## config.mk

```make
export PLATFORM = sky130hd
export DESIGN_NAME = uart_tx_arbiter
export DESIGN_NICKNAME = d
export VERILOG_FILES = /design/src/rtl/uart_tx_arbiter.sv
export SDC_FILE = /design/constraint.sdc
export NUM_CORES = 1
export LEC_CHECK = 0
export ABC_AREA = 1
export BUFFER_PORTS_ARGS = -buffer_cell sky130_fd_sc_hd__clkbuf_2
export CAP_MARGIN = 30
export CORE_MARGIN = 1.5
export CORE_UTILIZATION = 40
export DETAILED_ROUTE_END_ITERATION = 10
export HOLD_SLACK_MARGIN = 0.08
export PLACE_DENSITY_LB_ADDON = 0.1
export SLEW_MARGIN = 20
export SYNTH_ARGS = -nofsm -noshare
export SYNTH_HDL_FRONTEND = slang
export SYNTH_SLANG_ARGS = --single-unit
```

## constraint.sdc

```tcl
create_clock -name clk -period 3.3 [get_ports clk]
set_input_delay 0.825 -clock clk [delete_from_list [all_inputs] [get_ports clk]]
set_output_delay 0.825 -clock clk [all_outputs]
set_load 0.005 [all_outputs]
```

## src/rtl/uart_tx_arbiter.sv

```systemverilog
// Round-robin, message-locked arbiter sharing one byte-wide UART TX engine among NUM_REQ sources.
// Optional stall timeout is compiled in with `define UART_ARB_TIMEOUT_EN.
module uart_tx_arbiter #(
    parameter int unsigned NUM_REQ        = 3,
    parameter int unsigned TIMEOUT_CYCLES = 65535
) (
    input  logic                   clk,
    input  logic                   rst_n,
    input  logic [NUM_REQ-1:0]     req_valid,
    input  logic [8*NUM_REQ-1:0]   req_data,
    input  logic [NUM_REQ-1:0]     req_last,
    output logic [NUM_REQ-1:0]     req_ready,
    output logic                   tx_valid,
    output logic [7:0]             tx_data,
    input  logic                   tx_ready,
    output logic [NUM_REQ-1:0]     grant,
    output logic                   busy,
    output logic                   timeout
);

    localparam int unsigned PTR_W = (NUM_REQ > 1) ? $clog2(NUM_REQ) : 1;
    localparam int unsigned CNT_W = 17;

    typedef enum logic {
        S_IDLE,
        S_XFER
    } state_e;

    state_e               state_q, state_d;
    logic [NUM_REQ-1:0]   grant_q, grant_d;
    logic [PTR_W-1:0]     owner_q, owner_d;
    logic [PTR_W-1:0]     rr_ptr_q, rr_ptr_d;

    logic [7:0]           src_byte [NUM_REQ];
    logic                 own_valid;
    logic                 own_last;
    logic                 xfer_fire;
    logic                 any_req;
    logic [PTR_W-1:0]     pick_idx;
    int unsigned          cand;
    logic                 stall_hit;

    for (genvar i = 0; i < NUM_REQ; i++) begin : g_bytes
        assign src_byte[i] = req_data[8*i +: 8];
    end

    // Datapath is steered combinationally by the registered owner.
    always_comb begin
        busy      = (state_q == S_XFER);
        grant     = grant_q;
        own_valid = req_valid[owner_q];
        own_last  = req_last[owner_q];
        tx_valid  = busy && own_valid;
        tx_data   = busy ? src_byte[owner_q] : 8'h00;
        req_ready = '0;
        if (busy) begin
            req_ready[owner_q] = tx_ready;
        end
        xfer_fire = tx_valid && tx_ready;
    end

    // First requester after rr_ptr, wrapping; highest-priority candidate is applied last.
    always_comb begin
        any_req  = |req_valid;
        pick_idx = '0;
        cand     = 0;
        for (int i = NUM_REQ; i >= 1; i--) begin
            cand = (32'(rr_ptr_q) + 32'(i)) % NUM_REQ;
            if (req_valid[PTR_W'(cand)]) begin
                pick_idx = PTR_W'(cand);
            end
        end
    end

    always_comb begin
        state_d  = state_q;
        grant_d  = grant_q;
        owner_d  = owner_q;
        rr_ptr_d = rr_ptr_q;
        case (state_q)
            S_IDLE: begin
                if (any_req) begin
                    owner_d           = pick_idx;
                    grant_d           = '0;
                    grant_d[pick_idx] = 1'b1;
                    state_d           = S_XFER;
                end
            end
            S_XFER: begin
                if ((xfer_fire && own_last) || stall_hit) begin
                    rr_ptr_d = owner_q;
                    grant_d  = '0;
                    state_d  = S_IDLE;
                end
            end
            default: begin
                state_d = S_IDLE;
                grant_d = '0;
            end
        endcase
    end

    always_ff @(posedge clk or negedge rst_n) begin
        if (!rst_n) begin
            state_q  <= S_IDLE;
            grant_q  <= '0;
            owner_q  <= '0;
            rr_ptr_q <= PTR_W'(NUM_REQ - 1);
        end else begin
            state_q  <= state_d;
            grant_q  <= grant_d;
            owner_q  <= owner_d;
            rr_ptr_q <= rr_ptr_d;
        end
    end

`ifdef UART_ARB_TIMEOUT_EN
    logic [CNT_W-1:0] stall_q, stall_d;
    logic             timeout_q;

    assign stall_hit = busy && !own_valid && (stall_q == CNT_W'(TIMEOUT_CYCLES - 1));
    assign timeout   = timeout_q;

    // Only source-side silence counts; a TX-side stall with valid data holds the count.
    always_comb begin
        stall_d = stall_q;
        if (!busy || xfer_fire) begin
            stall_d = '0;
        end else if (!own_valid) begin
            stall_d = stall_q + CNT_W'(1);
        end
    end

    always_ff @(posedge clk or negedge rst_n) begin
        if (!rst_n) begin
            stall_q   <= '0;
            timeout_q <= 1'b0;
        end else begin
            stall_q   <= stall_d;
            timeout_q <= stall_hit;
        end
    end
`else
    logic unused_cfg;

    assign stall_hit  = 1'b0;
    assign timeout    = 1'b0;
    assign unused_cfg = ^{32'(TIMEOUT_CYCLES), 32'(CNT_W)};
`endif

endmodule
```

== Word level (Yosys, flattened, before mapping) ==
Cells that the tools add are included.
Word-level totals
  register bits: 8
  bits of input ports: 33
  output and inout port bits: 17
  logic and storage cells: 60
Operators by class
  add/subtract/negate cells: 3
  div/mod/pow operators: 3
  magnitude comparators: 8
  equality and inequality tests: 2
  multiplexer cells: 28
  bitwise operators: 3
  reduce and logical (&&, ||, !) cells: 9
Operators with widths (number)
  $mod A32 B2 Y32 const B: 3
  $mux W8: 3
  $bmux W8 S2: 1
  $lt A2 B3 Y1 const B: 5
  $bmux W1 S2: 5
  $mux W1: 9
  $mux W3: 3
  $add A2 B2 Y3 const B: 2
  $mux W2: 3
  $pmux W3 S2: 1
  $reduce_and A2 Y1: 3
  $logic_and A1 B1 Y1: 5
  $demux W1 S2: 2
  $ge A2 B1 Y1 const B: 2
  $add A2 B1 Y3 const B: 1
  $and A3 B3 Y3: 1
  $ge A3 B3 Y1 const B: 1
  $not A2 Y3: 1
  $reduce_or A3 Y1: 1
  $ne A2 B1 Y1 const B: 1
  $ne A2 B2 Y1 const B: 1
  $pmux W1 S2: 1
  $not A1 Y1: 1

== Logic depth before layout (Yosys ltp) ==
  depth after elaboration: 13
  gate-level depth with buffers: 11
  mapped depth without buffers: 11

== Worst setup path before layout ==
No wires, ideal clock.
  kind: input-to-output
  from: in req_valid[1]
  to: out tx_valid
  arrival: 1.210 ns
  required time: 2.475 ns
  path slack: 1.265 ns
  stages: 4
  buffers on the path: 0
  path through: inv_1 -> o211ai_2 -> nand2_1 -> inv_1
Between the ends
  word-level cells in the longest chain between the ends: 3
Ends and longest elaborated chain
  start, declared: line 9  | input logic [NUM_REQ-1:0] req_valid,
  $bmux W1 S2: line 51  | own_valid = req_valid[owner_q];
  $mux W1 (implied by the code): line 51
  $logic_and A1 B1 Y1: line 53  | tx_valid = busy && own_valid;
  end, declared: line 13  | output logic tx_valid,
No other way between the ends. The select of a mux whose other input is x is not followed.

== Final worst setup path ==
Ends and elaborated chain as after synthesis.

==> results.md <==
- Library cells used by synthesis: 21
- Routed WL per cell: 9.62 um
- Worst setup path start: req_valid[1]
- Hpwl dp: roughly 1.7 mm
- Post-synthesis cell area: approximately 800 um2
- Final Hold Fails: 0
- Crit path time final: about 2300 ps
- Cell Pwr Density: between 700 and 800 nW/um2
- Post-DRT Antenna Nets: 0
- CP Capture Point: tx_valid
- Reg2reg path depth: 11
- Peak supply drop: 0.421 mV
- Sequential share of power: 24.0%
- Post-DP Area: between 1000 and 1500 um2
- Die ar.: 2310 um2
- Clock Sinks: 8
- Global route overflow: 0
- CTS buffer count: 3
- Post_cts resized: 0
- Layout overhead on the synthesized area: 35.6%
- Status: finished clean
- Critical register-to-register path endpoint: owner_q[0]
- Register-to-register setup slack: 1670 ps
- Post-Layout Cell Count: ~220
- Setup Crit Path Kind: in -> out
- Final setup fails: 0
- Setup Skew: between 9 and 10 ps
- Largest net degree at the start of global routing: 15
- Fmax: roughly 430 MHz
- PortBufs: 48
- Final period utilization: 71.0%
- Worst-skew pair later-pin latency: 260 ps
- Maxcap violations: 0
- Worst path cell trace: clkbuf_2, inv_1, o211ai_2, nand2_1, inv_1, clkbuf_2
- Remaining DRCs: 0
- Main combinational cell family by area after synthesis: simple AND/OR/NAND/NOR gates
- Total GRT Usage: 17.6%
- Mux cell area share after synthesis: 0%
- Clk network pwr share: a little under a tenth
- Largest delay contributor family on the critical path: buffers and inverters
- Final net count: ~230
- Vias in the first global route: between 800 and 900
- First-pass GRT wire length: 2.98 mm
- Syn_nets: 176
- Die H: 48.1 um
- Initial antenna violation count: 0
- Max Buffers Root-to-Sink: 2
- Xor/xnor share of the synthesized area: 0%
- Share of layout cells above drive strength 1: 32.3%
- CTS Hold Bufs: 0
- # diodes: 0
- Fin Setup TNS: 0 ps
- Hold WC Path Type: in -> async
- Sequential share of the synthesized area: 24.8%
- Switching Fraction: approximately half
- Critical Path AT: 1520 ps
- Vias per inst: 4.58
- Required time worst endpoint: 2470 ps
- Clk pin slew, worst setup/hold paths: 60 ps
- P_sw: 431 uW
- Int Pwr: approximately 420 uW
- WP depth: 6
- Buf+Inv Stages, Crit Path: 4
- Final Cell Area: 1100 um2
- Comb pwr share: about two thirds
- Via count: 989
- Crit-path max cell delay: about 230 ps
- Routed Wire Length: 2.08 mm
- Total power: 850 uW
- # IOs: 50
- Die X: 48.1 um
- R2r startpoint: rr_ptr_q[0]
- Htree depth: 1
- #FFs+latches synth: 8
- Slew Limit Fails: 0
- Drt first pass iters: 6
- Post-synthesis adder-cell area fraction: slightly above 6%
- Slowest cell on crit path: o211ai_2
- Post-synthesis cell count: 139
- Yosys Warn Count: 0
- Setup WS pre-CTS: 957 ps
- Post-CTS setup buffer count: 0
- CTS tree: built
- RSZ-0062 raised after global routing: no
- Final setup margin: 957 ps
- Floorplan core area: 1940 um2
- Placed insts: between 200 and 250
- Initial DRC Count: 9
- Element type at the critical path end: primary output
- CP Launch Type: input pin
- Critical Path Fanout Max: 5
- Root Driver: clkbuf_4
- Synth Area in Compound Gates: 7.24%
- Final Wtd Congestion: 0.821
- Avg Cell Area, Syn: 5.84 um2
- FP Rows: 16
- Synth Area in Simple Gates: 47.9%
- Cell leakage power: 0.000704 uW
- Initial core utilization: 41.8%
registers in the layout (all words and copies together), names as in the netlist:
signal    count
busy          1
owner_q       2
grant         3
rr_ptr_q      2
layout by cell type, fill, tap and decap left out:
cell type | Yosys | layout
nand2_1 | 57 | 57
nand2_2 | 2 | 2
clkbuf_2 | 0 | 48
clkbuf_1 | 0 | 1
o21ai_0 | 3 | 3
nand3_4 | 1 | 1
nor3_1 | 2 | 2
conb_1 | 1 | 1
nand3_1 | 16 | 16
nor2_2 | 1 | 1
ha_1 | 4 | 4
o21ai_1 | 3 | 3
a31oi_1 | 1 | 1
dfstp_2 | 1 | 1
nor2_1 | 7 | 7
inv_1 | 24 | 24
o211ai_2 | 1 | 1
nor2_4 | 2 | 2
dfrtp_1 | 7 | 7
clkbuf_4 | 0 | 3
a21oi_1 | 2 | 2
inv_2 | 2 | 2
synth_stat cells, drive strengths merged:
library cell   n  area [um2]
a21oi          2        10.0
a31oi          1        6.26
buf            2        11.3
conb           1        3.75
dfrtp          7         175
dfstp          1        26.3
ha             4        50.1
inv           26        97.6
nand2         59         226
nand3         17        97.6
nor2          10        55.1
nor3           2        10.0
o211ai         1        12.5
o21ai          6        30.0
per-stage QoR:
stage	hold WS [ps]	util [%]
after global placement	487	55.3
after CTS	404	56.7
after detailed placement	487	55.3
after floorplan	471	-
final	402	56.7
after global routing	407	56.7
power groups by stage:
stage / Clock (uW) / Sequential [uW] / Combinational [uW]
floorplan: 0 / 187 / 397
global placement: 0 / 203 / 561
detailed placement: 0 / 205 / 568
CTS: 82.8 / 203 / 571
global route: 88.9 / 212 / 660
finish: 80.6 / 204 / 565
routing by layer:
| metal | wire (um) | global-route usage (%) |
|---|---|---|
| met5 | 0 | 0 |
| met4 | 8 | 3.78 |
| met2 | 974 | 32.5 |
| met3 | 140 | 2.64 |
| met1 | 954 | 21.2 |
layout make-up:
| type | instances | area, um2 |
|---|---|---|
| Fill cell | 209 | 841 |
| Multi-Input combinational cell | 103 | 502 |
| Timing Repair Buffer | 48 | 240 |
| Sequential cell | 8 | 201 |
| Inverter | 26 | 97.6 |
| Tap cell | 27 | 33.8 |
| Clock buffer | 4 | 26.3 |
worst register-to-register path, delay by kind of cell (launching register included):
kind | cells | cell delay [ps]
compound gates | 1 | 80
fa+ha+maj | 1 | 360
buf+inv | 1 | 80
flops | 1 | 390
simple gates | 8 | 590
logic make-up after synthesis:
| logic type | after synthesis |
|---|---|
| buffers and inverters | 28 |
| other | 1 |
| flip-flops | 8 |
| AND/OR/NAND/NOR | 88 |
| AO/OA/AOI/OAI | 10 |
| adder cells (fa/ha/maj) | 4 |
worst min path at each step:
stage,from,endpoint,slack [ps],cells past startpoint
2_1_floorplan,rr_ptr_q[1],rr_ptr_q[1],470,2
3_3_place_gp,grant[1],grant[1],490,2
3_5_place_dp,grant[1],grant[1],490,2
4_1_cts,rst_n,busy,400,1
5_1_grt,rst_n,busy,410,1
6_report,rst_n,grant[0],400,1
Power figures use the tool's default switching activity.
